==> src/rtl/vending_pkg.sv <==
// Shared definitions for the vending machine key front end: entry state
// encoding, coin values, field widths and key slot indices.
package vending_pkg;

    typedef enum logic [1:0] {
        SEL_HIGH = 2'd0,
        SEL_LOW  = 2'd1,
        SEL_NUM  = 2'd2,
        PAY      = 2'd3
    } entry_state_t;

    localparam logic [3:0] COIN_1  = 4'd1;
    localparam logic [3:0] COIN_5  = 4'd5;
    localparam logic [3:0] COIN_10 = 4'd10;

    localparam int HIGH_W = 3;
    localparam int LOW_W  = 3;
    localparam int NUM_W  = 2;

    localparam int KEY_COUNT   = 7;
    localparam int KEY_UP      = 0;
    localparam int KEY_NEXT    = 1;
    localparam int KEY_CONFIRM = 2;
    localparam int KEY_CANCEL  = 3;
    localparam int KEY_COIN0   = 4;

    // Increment a selection field, wrapping from its maximum back to 1.
    function automatic logic [2:0] wrap_inc(input logic [2:0] value, input logic [2:0] max_value);
        return (value >= max_value) ? 3'd1 : value + 3'd1;
    endfunction

endpackage

==> src/rtl/key_debounce.sv <==
// One push-button conditioner: 2-flop synchroniser, stability counter and a
// one-cycle press pulse on the debounced 0->1 transition.
module key_debounce #(
    parameter int DEBOUNCE_CYCLES = 1_000_000
) (
    input  logic sys_clk,
    input  logic sys_rst_n,
    input  logic key_raw,
    output logic key_stable,
    output logic key_press
);

    localparam int CNT_W = (DEBOUNCE_CYCLES > 1) ? $clog2(DEBOUNCE_CYCLES) : 1;
    localparam logic [CNT_W-1:0] CNT_LAST = CNT_W'(DEBOUNCE_CYCLES - 1);

    logic             r_sync1;
    logic             r_sync2;
    logic             r_armed;
    logic             r_stable;
    logic             r_press;
    logic [CNT_W-1:0] r_cnt;
    logic             w_settled;

    assign w_settled  = (r_cnt == CNT_LAST);
    assign key_stable = r_stable;
    assign key_press  = r_press;

    // Synchroniser keeps sampling through reset so a key held across reset
    // is still seen as high afterwards and cannot masquerade as a new press.
    always_ff @(posedge sys_clk) begin
        r_sync1 <= key_raw;
        r_sync2 <= r_sync1;
    end

    always_ff @(posedge sys_clk) begin
        if (!sys_rst_n) begin
            r_armed  <= 1'b0;
            r_stable <= 1'b0;
            r_press  <= 1'b0;
            r_cnt    <= '0;
        end else begin
            r_armed <= r_armed | ~r_sync2;
            r_press <= 1'b0;
            if (!r_armed || (r_sync2 == r_stable)) begin
                r_cnt <= '0;
            end else if (w_settled) begin
                r_cnt    <= '0;
                r_stable <= r_sync2;
                r_press  <= r_sync2;
            end else begin
                r_cnt <= r_cnt + 1'b1;
            end
        end
    end

endmodule

==> src/rtl/vending_key_input.sv <==
// Vending machine key front end: debounced keys drive the goods-selection FSM
// and the PAY-state event pulses. VENDING_KEY_AUTO_REPEAT_EN adds key_up repeat.
module vending_key_input
    import vending_pkg::*;
#(
    parameter int DEBOUNCE_CYCLES = 1_000_000,
    parameter int HIGH_MAX        = 3,
    parameter int LOW_MAX         = 4,
    parameter int NUM_MAX         = 3,
    parameter int REPEAT_CYCLES   = 30_000_000
) (
    input  logic              sys_clk,
    input  logic              sys_rst_n,
    input  logic              key_up,
    input  logic              key_next,
    input  logic              key_confirm,
    input  logic              key_cancel,
    input  logic [2:0]        key_coin,
    input  logic              trade_done,
    output logic [HIGH_W-1:0] in_goods_high,
    output logic [LOW_W-1:0]  in_goods_low,
    output logic [NUM_W-1:0]  in_goods_num,
    output logic [1:0]        entry_field,
    output logic              sel_valid,
    output logic              coin_pulse,
    output logic [3:0]        coin_value,
    output logic              confirm_pulse,
    output logic              cancel_pulse
);

    logic [KEY_COUNT-1:0] w_key_raw;
    logic [KEY_COUNT-1:0] w_key_stable;
    logic [KEY_COUNT-1:0] w_key_press;
    logic                 w_unused_stable;

    logic                 w_up_evt;
    logic                 w_next_evt;
    logic                 w_confirm_evt;
    logic                 w_cancel_evt;
    logic [2:0]           w_coin_evt;

    entry_state_t         r_state;
    logic [HIGH_W-1:0]    r_high;
    logic [LOW_W-1:0]     r_low;
    logic [NUM_W-1:0]     r_num;
    logic                 r_sel_valid;
    logic                 r_coin_pulse;
    logic [3:0]           r_coin_value;
    logic                 r_confirm_pulse;
    logic                 r_cancel_pulse;

    assign w_key_raw = {key_coin, key_cancel, key_confirm, key_next, key_up};

    genvar gi;
    generate
        for (gi = 0; gi < KEY_COUNT; gi++) begin : g_key
            key_debounce #(
                .DEBOUNCE_CYCLES(DEBOUNCE_CYCLES)
            ) u_debounce (
                .sys_clk   (sys_clk),
                .sys_rst_n (sys_rst_n),
                .key_raw   (w_key_raw[gi]),
                .key_stable(w_key_stable[gi]),
                .key_press (w_key_press[gi])
            );
        end
    endgenerate

    assign w_unused_stable = ^w_key_stable;
    assign w_next_evt      = w_key_press[KEY_NEXT];
    assign w_confirm_evt   = w_key_press[KEY_CONFIRM];
    assign w_cancel_evt    = w_key_press[KEY_CANCEL];
    assign w_coin_evt      = w_key_press[KEY_COIN0 +: 3];

`ifdef VENDING_KEY_AUTO_REPEAT_EN
    localparam int REP_W = (REPEAT_CYCLES > 1) ? $clog2(REPEAT_CYCLES) : 1;
    localparam logic [REP_W-1:0] REP_LAST = REP_W'(REPEAT_CYCLES - 1);

    logic [REP_W-1:0] r_rep_cnt;
    entry_state_t     r_rep_state;
    logic             w_rep_clear;
    logic             w_rep_tick;

    // The repeat period restarts at each genuine press and on any state change.
    assign w_rep_clear = !w_key_stable[KEY_UP] || (r_state == PAY) ||
                         (r_state != r_rep_state) || w_key_press[KEY_UP];
    assign w_rep_tick  = !w_rep_clear && (r_rep_cnt == REP_LAST);
    assign w_up_evt    = w_key_press[KEY_UP] | w_rep_tick;

    always_ff @(posedge sys_clk) begin
        if (!sys_rst_n) begin
            r_rep_cnt   <= '0;
            r_rep_state <= SEL_HIGH;
        end else begin
            r_rep_state <= r_state;
            if (w_rep_clear || w_rep_tick) begin
                r_rep_cnt <= '0;
            end else begin
                r_rep_cnt <= r_rep_cnt + 1'b1;
            end
        end
    end
`else
    localparam int unused_repeat_cycles = REPEAT_CYCLES;
    assign w_up_evt = w_key_press[KEY_UP];
`endif

    always_ff @(posedge sys_clk) begin
        if (!sys_rst_n) begin
            r_state         <= SEL_HIGH;
            r_high          <= 3'd1;
            r_low           <= 3'd1;
            r_num           <= 2'd1;
            r_sel_valid     <= 1'b0;
            r_coin_pulse    <= 1'b0;
            r_coin_value    <= 4'd0;
            r_confirm_pulse <= 1'b0;
            r_cancel_pulse  <= 1'b0;
        end else begin
            r_coin_pulse    <= 1'b0;
            r_coin_value    <= 4'd0;
            r_confirm_pulse <= 1'b0;
            r_cancel_pulse  <= 1'b0;
            if (w_cancel_evt || trade_done) begin
                // Abort and trade completion share the return path; coins are dropped.
                r_state        <= SEL_HIGH;
                r_high         <= 3'd1;
                r_low          <= 3'd1;
                r_num          <= 2'd1;
                r_sel_valid    <= 1'b0;
                r_cancel_pulse <= w_cancel_evt;
            end else begin
                if (w_confirm_evt) begin
                    if (r_state == SEL_NUM) begin
                        r_state     <= PAY;
                        r_sel_valid <= 1'b1;
                    end else if (r_state == PAY) begin
                        r_confirm_pulse <= 1'b1;
                    end
                end else if (w_next_evt) begin
                    case (r_state)
                        SEL_HIGH: r_state <= SEL_LOW;
                        SEL_LOW:  r_state <= SEL_NUM;
                        SEL_NUM:  r_state <= SEL_HIGH;
                        default:  r_state <= r_state;
                    endcase
                end else if (w_up_evt) begin
                    case (r_state)
                        SEL_HIGH: r_high <= wrap_inc(r_high, 3'(HIGH_MAX));
                        SEL_LOW:  r_low  <= wrap_inc(r_low, 3'(LOW_MAX));
                        SEL_NUM:  r_num  <= 2'(wrap_inc({1'b0, r_num}, 3'(NUM_MAX)));
                        default:  r_high <= r_high;
                    endcase
                end
                if ((r_state == PAY) && (|w_coin_evt)) begin
                    r_coin_pulse <= 1'b1;
                    if (w_coin_evt[0]) begin
                        r_coin_value <= COIN_1;
                    end else if (w_coin_evt[1]) begin
                        r_coin_value <= COIN_5;
                    end else begin
                        r_coin_value <= COIN_10;
                    end
                end
            end
        end
    end

    assign in_goods_high = r_high;
    assign in_goods_low  = r_low;
    assign in_goods_num  = r_num;
    assign entry_field   = r_state;
    assign sel_valid     = r_sel_valid;
    assign coin_pulse    = r_coin_pulse;
    assign coin_value    = r_coin_value;
    assign confirm_pulse = r_confirm_pulse;
    assign cancel_pulse  = r_cancel_pulse;

endmodule

==> config.mk <==
export PLATFORM = sky130hd
export DESIGN_NAME = vending_key_input
export DESIGN_NICKNAME = d
export VERILOG_FILES = /design/src/rtl/vending_pkg.sv /design/src/rtl/key_debounce.sv /design/src/rtl/vending_key_input.sv
export SDC_FILE = /design/constraint.sdc
export NUM_CORES = 1
export LEC_CHECK = 0
export CAP_MARGIN = 40
export CORE_MARGIN = 2
export CORE_UTILIZATION = 61
export CTS_CLUSTER_DIAMETER = 60
export CTS_CLUSTER_SIZE = 25
export DETAILED_ROUTE_END_ITERATION = 12
export HOLD_SLACK_MARGIN = 0.1
export PLACE_DENSITY = 0.79
export SYNTH_ARGS = -nofsm -noshare
export SYNTH_HDL_FRONTEND = slang
export SYNTH_HIERARCHICAL = 1
export SYNTH_SLANG_ARGS = --single-unit
==> constraint.sdc <==
create_clock -name sys_clk -period 1.9 [get_ports sys_clk]
set_input_delay 0.475 -clock sys_clk [delete_from_list [all_inputs] [get_ports sys_clk]]
set_output_delay 0.475 -clock sys_clk [all_outputs]
set_load 0.03 [all_outputs]
==> summary.txt <==
Place
  – Pre-CTS setup slack: -0.07998 ns
  – Port Buf Inserts: 27
  – Placed Cells: 1143
  – DP Wirelength: 10830 microns
  – GP Congestion: 0.7834
  – Placed Area: 0.009160 sq mm

Worst setup path
  – CP endpoint kind: register
  – Nature of the critical path startpoint: register
  – Crit path depth: 5
  – Slowest stage delay, CP: 0.46 ns
  – Kind of critical path: reg2reg
  – CP arrival: 2.17 ns
  – Worst-path fanout max: 6
  – Critical Path, Cell by Cell: ha_1 > nand2_1 > or3_4 > or4_1 > a21oi_1
  – Slowest-stage cell, CP: or3_4
  – Critical Path RT: 2.25 ns
  – Top delay family on crit path: simple AND/OR/NAND/NOR gates
  – Worst Setup SP: g_key[4].u_debounce/r_cnt[0]
  – Buf/Inv on CP: 0
  – RR Startpoint: g_key[4].u_debounce/r_cnt[0]
  – FF-to-FF path depth: 5

Cells and area
  – Finished Layout Cells: 1175
  – Antenna fix cells: 0
  – Final instance area: 0.009708 sq mm
  – Finished Core Util: 0.7302
  – Post-layout nets: 1013
  – Share of cells above drive strength 1: 0.1181
  – Area grow syn2layout: 16.71%
  – # fillers: 1025

Floorplanning
  – Die X: 120.8 microns
  – Core Area: 0.01330 sq mm
  – FP Rows: 42
  – Die Y: 120.8 microns
  – Die area: 0.01459 sq mm
  – Effective utilization at floorplan: 0.6256
  – Ports: 28

Yosys
  – Post-synth top flop: dfxtp_1
  – Synth unique cells: 42
  – Flops & latches, synth: 192
  – Count leader, synth: dfxtp_1
  – Synth top area share: 0.4621
  – Syn Nets: 935
  – Yosys warns: 6
  – Synth async-reset ratio: 0
  – Cells after synthesis: 908
  – Number of synthesized flops with an enable pin: 0
  – Post-Syn Area: 0.008318 sq mm
  – Dominant cell type by area after synthesis: dfxtp_1
  – Top cells by area, synth: dfxtp_1 (46%), xnor2_1 (8.1%), nor2_1 (5.7%), nand3_1 (4.6%), ha_1 (2.6%)
  – Commonest cells in the synthesized netlist: dfxtp_1 (192), nor2_1 (127), nand3_1 (77), xnor2_1 (77), nand2_1 (52)
  – Seq/Total Area, Yosys: 0.4621
  – Mean Syn Cell Area: 9.161 sq um

CTS
  – CTS root buffer: clkbuf_16
  – Setup Buffers After CTS: 0
  – Num CTS Buffers: 17
  – CTS Hold Bufs: 0
  – Clock-pin slew on the worst setup and hold paths: 0.06 ns
  – Total clock sinks: 192
  – H-tree depth: 4
  – CTS tree: yes
  – Clock latency on the worst-skew pair: 0.43 ns
  – Clk buf depth: 2

STA
  – Final worst setup slack: 0.08161 ns
  – Tmin final: 1.818 ns
  – Worst hold margin: 0.3316 ns
  – Final setup viols: 0
  – Unrepaired setup endpoints after global routing: false
  – Final hold vios: 0
  – Worst-Margin Slew: 0.4699 ns
  – Fmax: 549.9 MHz
  – Tcrit/Tclk final: 0.9570
  – Fin Setup TNS: 0 ns
  – Slew Limit Fails: 0
  – Slew HR: 0.6839
  – Worst Skew: 0.009766 ns

Power and ir drop
  – Reg power frac: 0.543
  – Switching Share: 0.2024
  – Total power draw: 7.515 mW
  – Comb pwr share: 0.018
  – Part of the power in the clock network: 0.439
  – VDD IR max: 847.9 uV
  – Psw: 1.521 mW
  – PwrDens: 774.1 mW/mm^2
  – Internal cell power: 5.994 mW
  – Leak: 3.290 nW

GRT
  – Vias in the first global route: 6090
  – Grt ovf: 0
  – Global-route wire length before repair: 26980 microns
  – Gr usage total: 0.2246
  – Antenna violations before repair: 1
  – Largest net degree at the start of global routing: 21

Drt
  – DR WL/cell: 13.21 microns
  – Pre-antenna DRT Iters: 4
  – WL final: 15520 microns
  – Via density: 5.540
  – Drt drc: 0
  – Initial DRC count: 335
  – DR vias: 6510
  – Final ANT Viol Nets: 0

Worst hold path
  – Hold Crit Start: g_key[2].u_debounce/r_sync1
  – HP Class: reg2reg
  – Hold path depth: 0

Run
  – Max Cap Violations: 0

Outcome
  – Status: finished clean
## per-layer routing
metal  share of wire  wire length (microns)  up-vias  global-route usage
li1                -                      -     3361                   -
met1            0.46                   7098     3026              0.2791
met2            0.48                   7494      100              0.3739
met3           0.044                    679       21             0.06509
met4           0.015                    233        2             0.07485
met5         0.00084                     13        -                   0
## layout by cell type, fill, tap and decap left out, types with 9 or more instances in the layout
cell             count
buf_4               50
nor2_1             127
dlygate4sd2_1       15
nand2_1             50
nor4b_1             14
xor2_1              21
clkbuf_16           17
o31ai_1             22
and4_1              14
o21ai_0             16
inv_1               44
or3_1               14
dfxtp_1            192
nand3_1             77
or4_1               21
clkdlybuf4s50_1      9
ha_1                16
nor3_1              30
xnor2_1             77
a21oi_1             40
nor4_1              28
or3_4               14
## path summary, 6_finish.rpt
check                                                endpoint  slack [ns]
worst min register to register    g_key[2].u_debounce/r_sync2        0.33
worst max-delay path            g_key[4].u_debounce/r_cnt[18]        0.08
worst max register to register  g_key[4].u_debounce/r_cnt[18]        0.08
worst min-delay path              g_key[2].u_debounce/r_sync2        0.33
## area by class of cell
class                      count  area, sq um  area share
multi-input combinational    649         4193      0.4319
clock buffer                  23        467.9     0.04820
clock inverter                 9        83.83    0.008635
tap                          176        220.2     0.02268
sequential                   192         3844      0.3959
inverter                      44        165.2     0.01701
timing repair buffer          82        734.5     0.07565
## registers in the layout (all words and copies together) (netlist names), 2 cells and up
name                         flops
g_key.u_debounce/r_armed         7
in_goods_num                     2
g_key.u_debounce/key_stable      7
g_key.u_debounce/r_sync1         7
in_goods_high                    3
in_goods_low                     3
g_key.u_debounce/r_sync2         7
g_key.u_debounce/r_cnt         140
g_key.u_debounce/key_press       7
entry_field                      2
coin_value                       3
## what timing repair did
| item | CTS | global route |
|---|---|---|
| resized for setup | 15 | 6 |
| cloned | 0 | 0 |
| setup endpoints to repair | 15 | 6 |
## power groups by stage
stage	sequential [mW]	combinational [mW]	clock (mW)
detailed placement	4.17	0.133	0
floorplan	4.17	0.0689	0
global route	4.08	0.147	3.58
global placement	4.17	0.131	0
finish	4.08	0.132	3.30
CTS	4.08	0.134	3.40
## logic make-up after synthesis
logic type / count (synthesis) / synth area share
buf+inv: 67 / 0.03475
mux: 7 / 0.008424
simple gates: 428 / 0.2902
flops: 192 / 0.4621
xor+xnor: 98 / 0.1032
fa+ha+maj: 17 / 0.02557
compound gates: 99 / 0.07581
Note: power is estimated with default switching activity, not from simulation.
